`config.mk`:
```
export PLATFORM = sky130hd
export DESIGN_NAME = calc2_port_sched
export DESIGN_NICKNAME = d
export VERILOG_FILES = /design/src/rtl/calc2_port_sched.sv
export SDC_FILE = /design/constraint.sdc
export NUM_CORES = 1
export LEC_CHECK = 0
export CAP_MARGIN = 20
export CORE_MARGIN = 2
export CORE_UTILIZATION = 58
export DETAILED_ROUTE_END_ITERATION = 10
export PLACE_DENSITY = 0.86
export SETUP_SLACK_MARGIN = 0.05
export SLEW_MARGIN = 20
export SYNTH_ARGS = -nofsm -noshare
export SYNTH_HDL_FRONTEND = slang
export SYNTH_SLANG_ARGS = --single-unit
```
`constraint.sdc`:
```
create_clock -name c_clk -period 6 [get_ports c_clk]
set_input_delay 1.8 -clock c_clk [delete_from_list [all_inputs] [get_ports c_clk]]
set_output_delay 1.8 -clock c_clk [all_outputs]
set_load 0.01 [all_outputs]
```
`src/rtl/calc2_port_sched.sv`:
```
// Tags requests, issues each to a calc2 port as a cmd/op1 beat followed by an op2 beat,
// and returns responses in arrival order through a 4-entry FIFO with per-tag timeout.
module calc2_port_sched #(
   parameter int TIMEOUT = 255
) (
   input  logic        c_clk,
   input  logic        reset,
   input  logic        req_valid,
   output logic        req_ready,
   input  logic [3:0]  req_cmd,
   input  logic [31:0] req_op1,
   input  logic [31:0] req_op2,
   output logic [1:0]  req_tag,
   output logic [3:0]  port_cmd,
   output logic [31:0] port_data,
   output logic [1:0]  port_tag,
   input  logic [1:0]  port_resp,
   input  logic [31:0] port_rdata,
   input  logic [1:0]  port_rtag,
   output logic        rsp_valid,
   input  logic        rsp_ready,
   output logic [1:0]  rsp_resp,
   output logic [31:0] rsp_data,
   output logic [1:0]  rsp_tag,
   output logic [2:0]  outstanding,
   output logic        err_spurious,
   output logic        err_timeout
);

   typedef enum logic [1:0] {S_IDLE, S_ISSUE1, S_ISSUE2} state_t;
   typedef enum logic [1:0] {T_FREE, T_WAIT, T_DONE} tag_st_t;

   // A WAIT tag retires on the edge where its timer would reach TIMEOUT.
   localparam logic [7:0] TO_LAST = 8'(TIMEOUT - 1);

   state_t      r_state, w_state_nxt;
   tag_st_t     r_tag_st [4];
   tag_st_t     w_tag_nxt [4];
   logic [7:0]  r_timer [4];
   logic [7:0]  w_timer_nxt [4];
   logic [3:0]  w_to;
   logic        w_any_free, w_accept, w_push, w_spur, w_pop;
   logic [1:0]  w_alloc, w_head_tag;
   logic [3:0]  r_cmd;
   logic [31:0] r_op1, r_op2;
   logic [1:0]  r_tag;
   logic [35:0] r_fifo [4];
   logic [35:0] w_head;
   logic [1:0]  r_wr, r_rd;
   logic [2:0]  r_cnt, r_outstanding, w_busy_nxt;
   logic        r_err_spur, r_err_to;

   // Lowest-numbered FREE tag, taken from registered state only.
   always_comb begin
      w_any_free = 1'b0;
      w_alloc    = 2'd0;
      for (int i = 3; i >= 0; i--) begin
         if (r_tag_st[i] == T_FREE) begin
            w_any_free = 1'b1;
            w_alloc    = 2'(i);
         end
      end
   end

   assign req_ready = reset & w_any_free & (r_state != S_ISSUE1);
   assign req_tag   = w_alloc;
   assign w_accept  = req_valid & req_ready;

   always_ff @(posedge c_clk or negedge reset) begin
      if (!reset) r_state <= S_IDLE;
      else        r_state <= w_state_nxt;
   end

   always_comb begin
      w_state_nxt = r_state;
      case (r_state)
         S_IDLE:   if (w_accept) w_state_nxt = S_ISSUE1;
         S_ISSUE1: w_state_nxt = S_ISSUE2;
         S_ISSUE2: w_state_nxt = w_accept ? S_ISSUE1 : S_IDLE;
         default:  w_state_nxt = S_IDLE;
      endcase
   end

   always_comb begin
      port_cmd  = '0;
      port_data = '0;
      case (r_state)
         S_ISSUE1: begin
            port_cmd  = r_cmd;
            port_data = r_op1;
         end
         S_ISSUE2: port_data = r_op2;
         default: ;
      endcase
   end

   assign port_tag = r_tag;

   always_ff @(posedge c_clk or negedge reset) begin
      if (!reset) begin
         r_cmd <= '0;
         r_op1 <= '0;
         r_op2 <= '0;
         r_tag <= '0;
      end else if (w_accept) begin
         r_cmd <= req_cmd;
         r_op1 <= req_op1;
         r_op2 <= req_op2;
         r_tag <= w_alloc;
      end
   end

   assign w_push = (port_resp != 2'd0) && (r_tag_st[port_rtag] == T_WAIT);
   assign w_spur = (port_resp != 2'd0) && !w_push;
   assign w_pop  = rsp_valid & rsp_ready;

   // Per-tag lifecycle; a response beats a timeout landing on the same edge.
   always_comb begin
      w_busy_nxt = '0;
      w_to       = '0;
      for (int i = 0; i < 4; i++) begin
         w_tag_nxt[i]   = r_tag_st[i];
         w_timer_nxt[i] = r_timer[i];
         case (r_tag_st[i])
            T_FREE: if (w_accept && w_alloc == 2'(i)) begin
               w_tag_nxt[i]   = T_WAIT;
               w_timer_nxt[i] = '0;
            end
            T_WAIT: begin
               w_timer_nxt[i] = r_timer[i] + 8'd1;
               if (w_push && port_rtag == 2'(i)) begin
                  w_tag_nxt[i] = T_DONE;
               end else if (r_timer[i] == TO_LAST) begin
                  w_tag_nxt[i] = T_FREE;
                  w_to[i]      = 1'b1;
               end
            end
            T_DONE: if (w_pop && w_head_tag == 2'(i)) w_tag_nxt[i] = T_FREE;
            default: w_tag_nxt[i] = T_FREE;
         endcase
         if (w_tag_nxt[i] != T_FREE) w_busy_nxt = w_busy_nxt + 3'd1;
      end
   end

   always_ff @(posedge c_clk or negedge reset) begin
      if (!reset) begin
         for (int i = 0; i < 4; i++) begin
            r_tag_st[i] <= T_FREE;
            r_timer[i]  <= '0;
         end
         r_outstanding <= '0;
         r_err_spur    <= 1'b0;
         r_err_to      <= 1'b0;
      end else begin
         for (int i = 0; i < 4; i++) begin
            r_tag_st[i] <= w_tag_nxt[i];
            r_timer[i]  <= w_timer_nxt[i];
         end
         r_outstanding <= w_busy_nxt;
         r_err_spur    <= r_err_spur | w_spur;
         r_err_to      <= r_err_to | (|w_to);
      end
   end

   assign outstanding  = r_outstanding;
   assign err_spurious = r_err_spur;
   assign err_timeout  = r_err_to;

   // Occupancy is bounded by the four tags, so no full check is needed.
   always_ff @(posedge c_clk) begin
      if (w_push) r_fifo[r_wr] <= {port_resp, port_rdata, port_rtag};
   end

   always_ff @(posedge c_clk or negedge reset) begin
      if (!reset) begin
         r_wr  <= '0;
         r_rd  <= '0;
         r_cnt <= '0;
      end else begin
         if (w_push) r_wr <= r_wr + 2'd1;
         if (w_pop)  r_rd <= r_rd + 2'd1;
         case ({w_push, w_pop})
            2'b10:   r_cnt <= r_cnt + 3'd1;
            2'b01:   r_cnt <= r_cnt - 3'd1;
            default: r_cnt <= r_cnt;
         endcase
      end
   end

   assign w_head     = r_fifo[r_rd];
   assign w_head_tag = w_head[1:0];
   assign rsp_valid  = (r_cnt != 3'd0);
   assign rsp_resp   = rsp_valid ? w_head[35:34] : '0;
   assign rsp_data   = rsp_valid ? w_head[33:2]  : '0;
   assign rsp_tag    = rsp_valid ? w_head[1:0]   : '0;

endmodule
```
==> impl_results.html <==
<table>
<tr><th>Metric</th><th>Value</th></tr>
<tr><th colspan="2">Placed design</th></tr>
<tr><td>HPWL Detailed</td><td>16,000 um</td></tr>
<tr><td>Number of buffer cells added on primary ports</td><td>190</td></tr>
<tr><td>Area after DPL</td><td>13,700 um^2</td></tr>
<tr><td>Final weighted congestion in routability-driven placement</td><td>0.822</td></tr>
<tr><th colspan="2">CTS</th></tr>
<tr><td>Post-CTS setup buffer count</td><td>0</td></tr>
<tr><td>Count of hold buffers inserted by post-cts repair</td><td>0</td></tr>
<tr><td>CTS Root Buffer Type</td><td>sky130_fd_sc_hd__clkbuf_16</td></tr>
<tr><td>TritonCTS clock tree</td><td>built</td></tr>
<tr><td>Buffers from clock root to sink, at most</td><td>3</td></tr>
<tr><td>TritonCTS sink count</td><td>268</td></tr>
<tr><td>Insertion delay of the later-clocked pin in the worst-skew pair</td><td>0.52 ns</td></tr>
<tr><td>Resized Gates After CTS</td><td>0</td></tr>
<tr><td>H-tree level count</td><td>1</td></tr>
<tr><td>Worst-path clk slew</td><td>0.06 ns</td></tr>
<tr><td>Total clock buffers created by CTS</td><td>27</td></tr>
<tr><th colspan="2">Worst setup path</th></tr>
<tr><td>Kind of end point of the critical path</td><td>output pin</td></tr>
<tr><td>Signal arrival time at the worst endpoint</td><td>3.03 ns</td></tr>
<tr><td>Delay of the slowest critical-path stage</td><td>0.84 ns</td></tr>
<tr><td>Data required time of the worst path</td><td>4.20 ns</td></tr>
<tr><td>Count of buffering cells on the critical path with inverters included</td><td>2</td></tr>
<tr><td>Type of origin of the critical path</td><td>flop</td></tr>
<tr><td>Largest fanout on the critical path</td><td>22</td></tr>
<tr><td>Crit path cell chain</td><td>buf_4, mux4_2, and2_1, clkdlybuf4s50_1</td></tr>
<tr><td>Dominant delay contributor by cell family on the critical path</td><td>buffers and inverters</td></tr>
<tr><td>Category of the critical setup timing path</td><td>reg2out</td></tr>
<tr><td>Critical-path top delay cell</td><td>sky130_fd_sc_hd__dfrtp_2</td></tr>
<tr><th colspan="2">Synth</th></tr>
<tr><td>Top flip-flop cell by instance count after synthesis</td><td>sky130_fd_sc_hd__edfxtp_1</td></tr>
<tr><td>Area of the mapped netlist</td><td>11,600 um^2</td></tr>
<tr><td>Yosys warns</td><td>0</td></tr>
<tr><td>Number of synthesized flops with an enable pin</td><td>144</td></tr>
<tr><td>Nets in the synthesized netlist</td><td>1,061</td></tr>
<tr><td>Fraction of registers with async set or reset after synthesis</td><td>46.3%</td></tr>
<tr><td>Portion of the post-synthesis area used by sequential elements</td><td>64.0%</td></tr>
<tr><td>Synth Register Bits</td><td>268</td></tr>
<tr><td>Unique masters post-synth</td><td>56</td></tr>
<tr><td>Synthesized netlist cell count</td><td>931</td></tr>
<tr><td>Average cell area after synthesis</td><td>12.5 um^2</td></tr>
<tr><th colspan="2">Drt</th></tr>
<tr><td>First-pass iteration count of the detailed router</td><td>5</td></tr>
<tr><td>Total Routed Length</td><td>24,900 um</td></tr>
<tr><td>Routed length per instance</td><td>17.7 um</td></tr>
<tr><td>DR vias/cell</td><td>5.54</td></tr>
<tr><td>Post-DRT Antenna Nets</td><td>0</td></tr>
<tr><td>Starting DRT DRC Count</td><td>562</td></tr>
<tr><td>DRC errors left</td><td>0</td></tr>
<tr><td>Total number of vias</td><td>7,762</td></tr>
<tr><th colspan="2">Timing</th></tr>
<tr><td>Final clock skew</td><td>0.00830 ns</td></tr>
<tr><td>Final hold violation count</td><td>0</td></tr>
<tr><td>Setup_tns</td><td>0 ns</td></tr>
<tr><td>Final worst-path cycle share</td><td>80.6%</td></tr>
<tr><td>Slew Limit Fails</td><td>0</td></tr>
<tr><td>Fin crit period</td><td>4.83 ns</td></tr>
<tr><td>Maximum operating frequency</td><td>207 MHz</td></tr>
<tr><td>Unrepaired setup endpoints after global routing</td><td>false</td></tr>
<tr><td>Slew at the pin closest to its max-slew limit</td><td>1.01 ns</td></tr>
<tr><td>Headroom to the max-slew limit</td><td>32.8%</td></tr>
<tr><td>Endpoints failing setup</td><td>0</td></tr>
<tr><th colspan="2">Die</th></tr>
<tr><td>Die Outline Area</td><td>21,100 um^2</td></tr>
<tr><td>Chip width</td><td>145 um</td></tr>
<tr><td>Effective utilization at floorplan</td><td>59.4%</td></tr>
<tr><td>Standard-cell row count</td><td>51</td></tr>
<tr><td>Core region area</td><td>19,500 um^2</td></tr>
<tr><td>Ports</td><td>191</td></tr>
<tr><td>Vert. Die Dim</td><td>145 um</td></tr>
<tr><th colspan="2">Pwr</th></tr>
<tr><td>Max VDD drop</td><td>273 uV</td></tr>
<tr><td>Leakage</td><td>5.82 nW</td></tr>
<tr><td>Total power per unit cell area</td><td>462 nW/um^2</td></tr>
<tr><th colspan="2">Global route</th></tr>
<tr><td>Total congestion overflow</td><td>0</td></tr>
<tr><td>Aggregate global-route resource usage</td><td>23.7%</td></tr>
<tr><td>First-pass GRT wire length</td><td>40,700 um</td></tr>
<tr><td>Number of global-route vias before repair</td><td>7,951</td></tr>
<tr><td>Maximum number of pins on one net before global-route repair</td><td>73</td></tr>
<tr><td>Initial antenna violation count</td><td>1</td></tr>
<tr><th colspan="2">Layout</th></tr>
<tr><td>Proportion of layout cells with a drive suffix above 1</td><td>9.33%</td></tr>
<tr><td>Number of fill cells in the layout</td><td>1,257</td></tr>
<tr><td>Finished layout cell area</td><td>14,600 um^2</td></tr>
<tr><td>Layout overhead on the synthesized area</td><td>26.2%</td></tr>
<tr><td>Leading cell type in the layout, fill and taps excluded</td><td>sky130_fd_sc_hd__nand2_1</td></tr>
<tr><td>Leading cell types in the layout, fill and taps excluded</td><td>sky130_fd_sc_hd__nand2_1, sky130_fd_sc_hd__clkdlybuf4s50_1, sky130_fd_sc_hd__edfxtp_1, sky130_fd_sc_hd__dfrtp_1, sky130_fd_sc_hd__and2_1</td></tr>
<tr><td>Number of nets at the end of the flow</td><td>1,246</td></tr>
<tr><th colspan="2">Run status</th></tr>
<tr><td>Status</td><td>complete, no violations</td></tr>
<tr><th colspan="2">Run</th></tr>
<tr><td>Number of violations of the max-capacitance limit</td><td>0</td></tr>
<tr><th colspan="2">Hold path</th></tr>
<tr><td>Hold crit path type</td><td>reg2reg</td></tr>
</table>
## sequential cells by signal (all words and copies together), names as in the netlist
name          cells
r_timer          32
port_tag          2
r_op2            32
r_cnt             3
r_op1            32
r_fifo          144
err_spurious      1
r_state           2
err_timeout       1
r_wr              2
outstanding       3
r_tag_st          8
r_cmd             4
r_rd              2
## worst reg2reg max path, delay by kind of cell (launching register included)
family | cells | cell delay [ns]
adders and majority gates | 3 | 1.01
and+or+nand+nor | 3 | 1.07
AOI/OAI and AO/OA | 1 | 0.15
xor gates and xnor gates | 1 | 0.26
muxes | 1 | 0.30
buffers and inverters | 2 | 0.40
DFF | 1 | 0.38
## routing by layer
| layer | part of all wire [%] | GRT usage, % | wire length (um) |
|---|---|---|---|
| met3 | 7.6 | 4.89 | 1890 |
| met1 | 41 | 32.2 | 10200 |
| met5 | 0 | 0 | 0 |
| met4 | 1.9 | 5.74 | 474 |
| met2 | 49 | 39.9 | 12300 |
## where the power goes
part           internal, W  switching, W  total [W]
Sequential         0.00238      0.000322    0.00270
Clock             0.000978      0.000683    0.00166
Combinational      0.00124       0.00116    0.00240
## path summary, 6_finish.rpt
path | startpoint | end | cells past startpoint | slack (ns)
max in group asynchronous | reset | r_op2[18] | 3 | 3.21
max | r_rd[0] | rsp_data[1] | 4 | 1.17
max reg2reg | r_state[1] | outstanding[1] | 11 | 2.30
min in group asynchronous | reset | r_cmd[2] | 2 | 1.48
min | r_cnt[2] | r_cnt[2] | 1 | 0.47
min reg2reg | r_cnt[2] | r_cnt[2] | 1 | 0.47
## cell families (layout without fill, tap and decap cells)
group	count (synthesis)	in the layout	share of synthesized area [%]
AND/OR/NAND/NOR	409	409	16.1
flip-flops	268	268	64.0
AO/OA/AOI/OAI	101	101	5.72
buffers and inverters	67	272	2.42
multiplexers	43	43	7.73
adder cells (fa/ha/maj)	22	22	2.44
XOR/XNOR	21	21	1.59
other	0	1	0
## stage by stage
stage	setup slack, ns	power [W]	instances	util, %	hold WS, ns
2_1_floorplan	1.94	0.00413	931	-	0.434
3_3_place_gp	1.26	0.00504	1352	70.4	0.449
3_5_place_dp	1.15	0.00512	1352	70.4	0.456
4_1_cts	1.07	0.00681	1401	74.9	0.467
5_1_grt	0.944	0.00717	1402	74.9	0.487
6_report	1.17	0.00676	1402	74.9	0.470
## cells in the mapped netlist (all sizes together), types with 2 or more instances
master  count  share of area [%]
and2       42                2.3
nand4       7               0.38
nand3      17               0.73
nor3        4               0.17
mux2        2               0.19
xor2       14                1.1
edfxtp    144                 37
dfrtp     124                 27
nor3b       2               0.13
nor2       40                1.4
nand2b      5               0.27
ha         21                2.3
nor2b      36                1.9
nand2     236                7.6
a31oi       5               0.27
and3       10               0.54
o21ai      28                1.2
buf        12               0.64
mux4       37                7.2
xnor2       7               0.53
or3         3               0.16
and4        2               0.15
a21oi      16               0.72
clkbuf     33                1.1
a22oi      35                2.3
a21o        2               0.13
o22ai       4               0.22
inv        22               0.71
mux2i       4               0.35
or2         3               0.16
## final cells by class
class / count / area, um^2 / area share [%]
Tap cell: 265 / 332 / 2.27
Clock inverter: 14 / 133 / 0.907
Antenna cell: 1 / 2.50 / 0.0171
Inverter: 22 / 82.6 / 0.564
Clock buffer: 35 / 757 / 5.17
Multi-Input combinational cell: 596 / 3910 / 26.7
Timing Repair Buffer: 201 / 1980 / 13.5
Sequential cell: 268 / 7430 / 50.8
(Power assumes the default switching activity.)
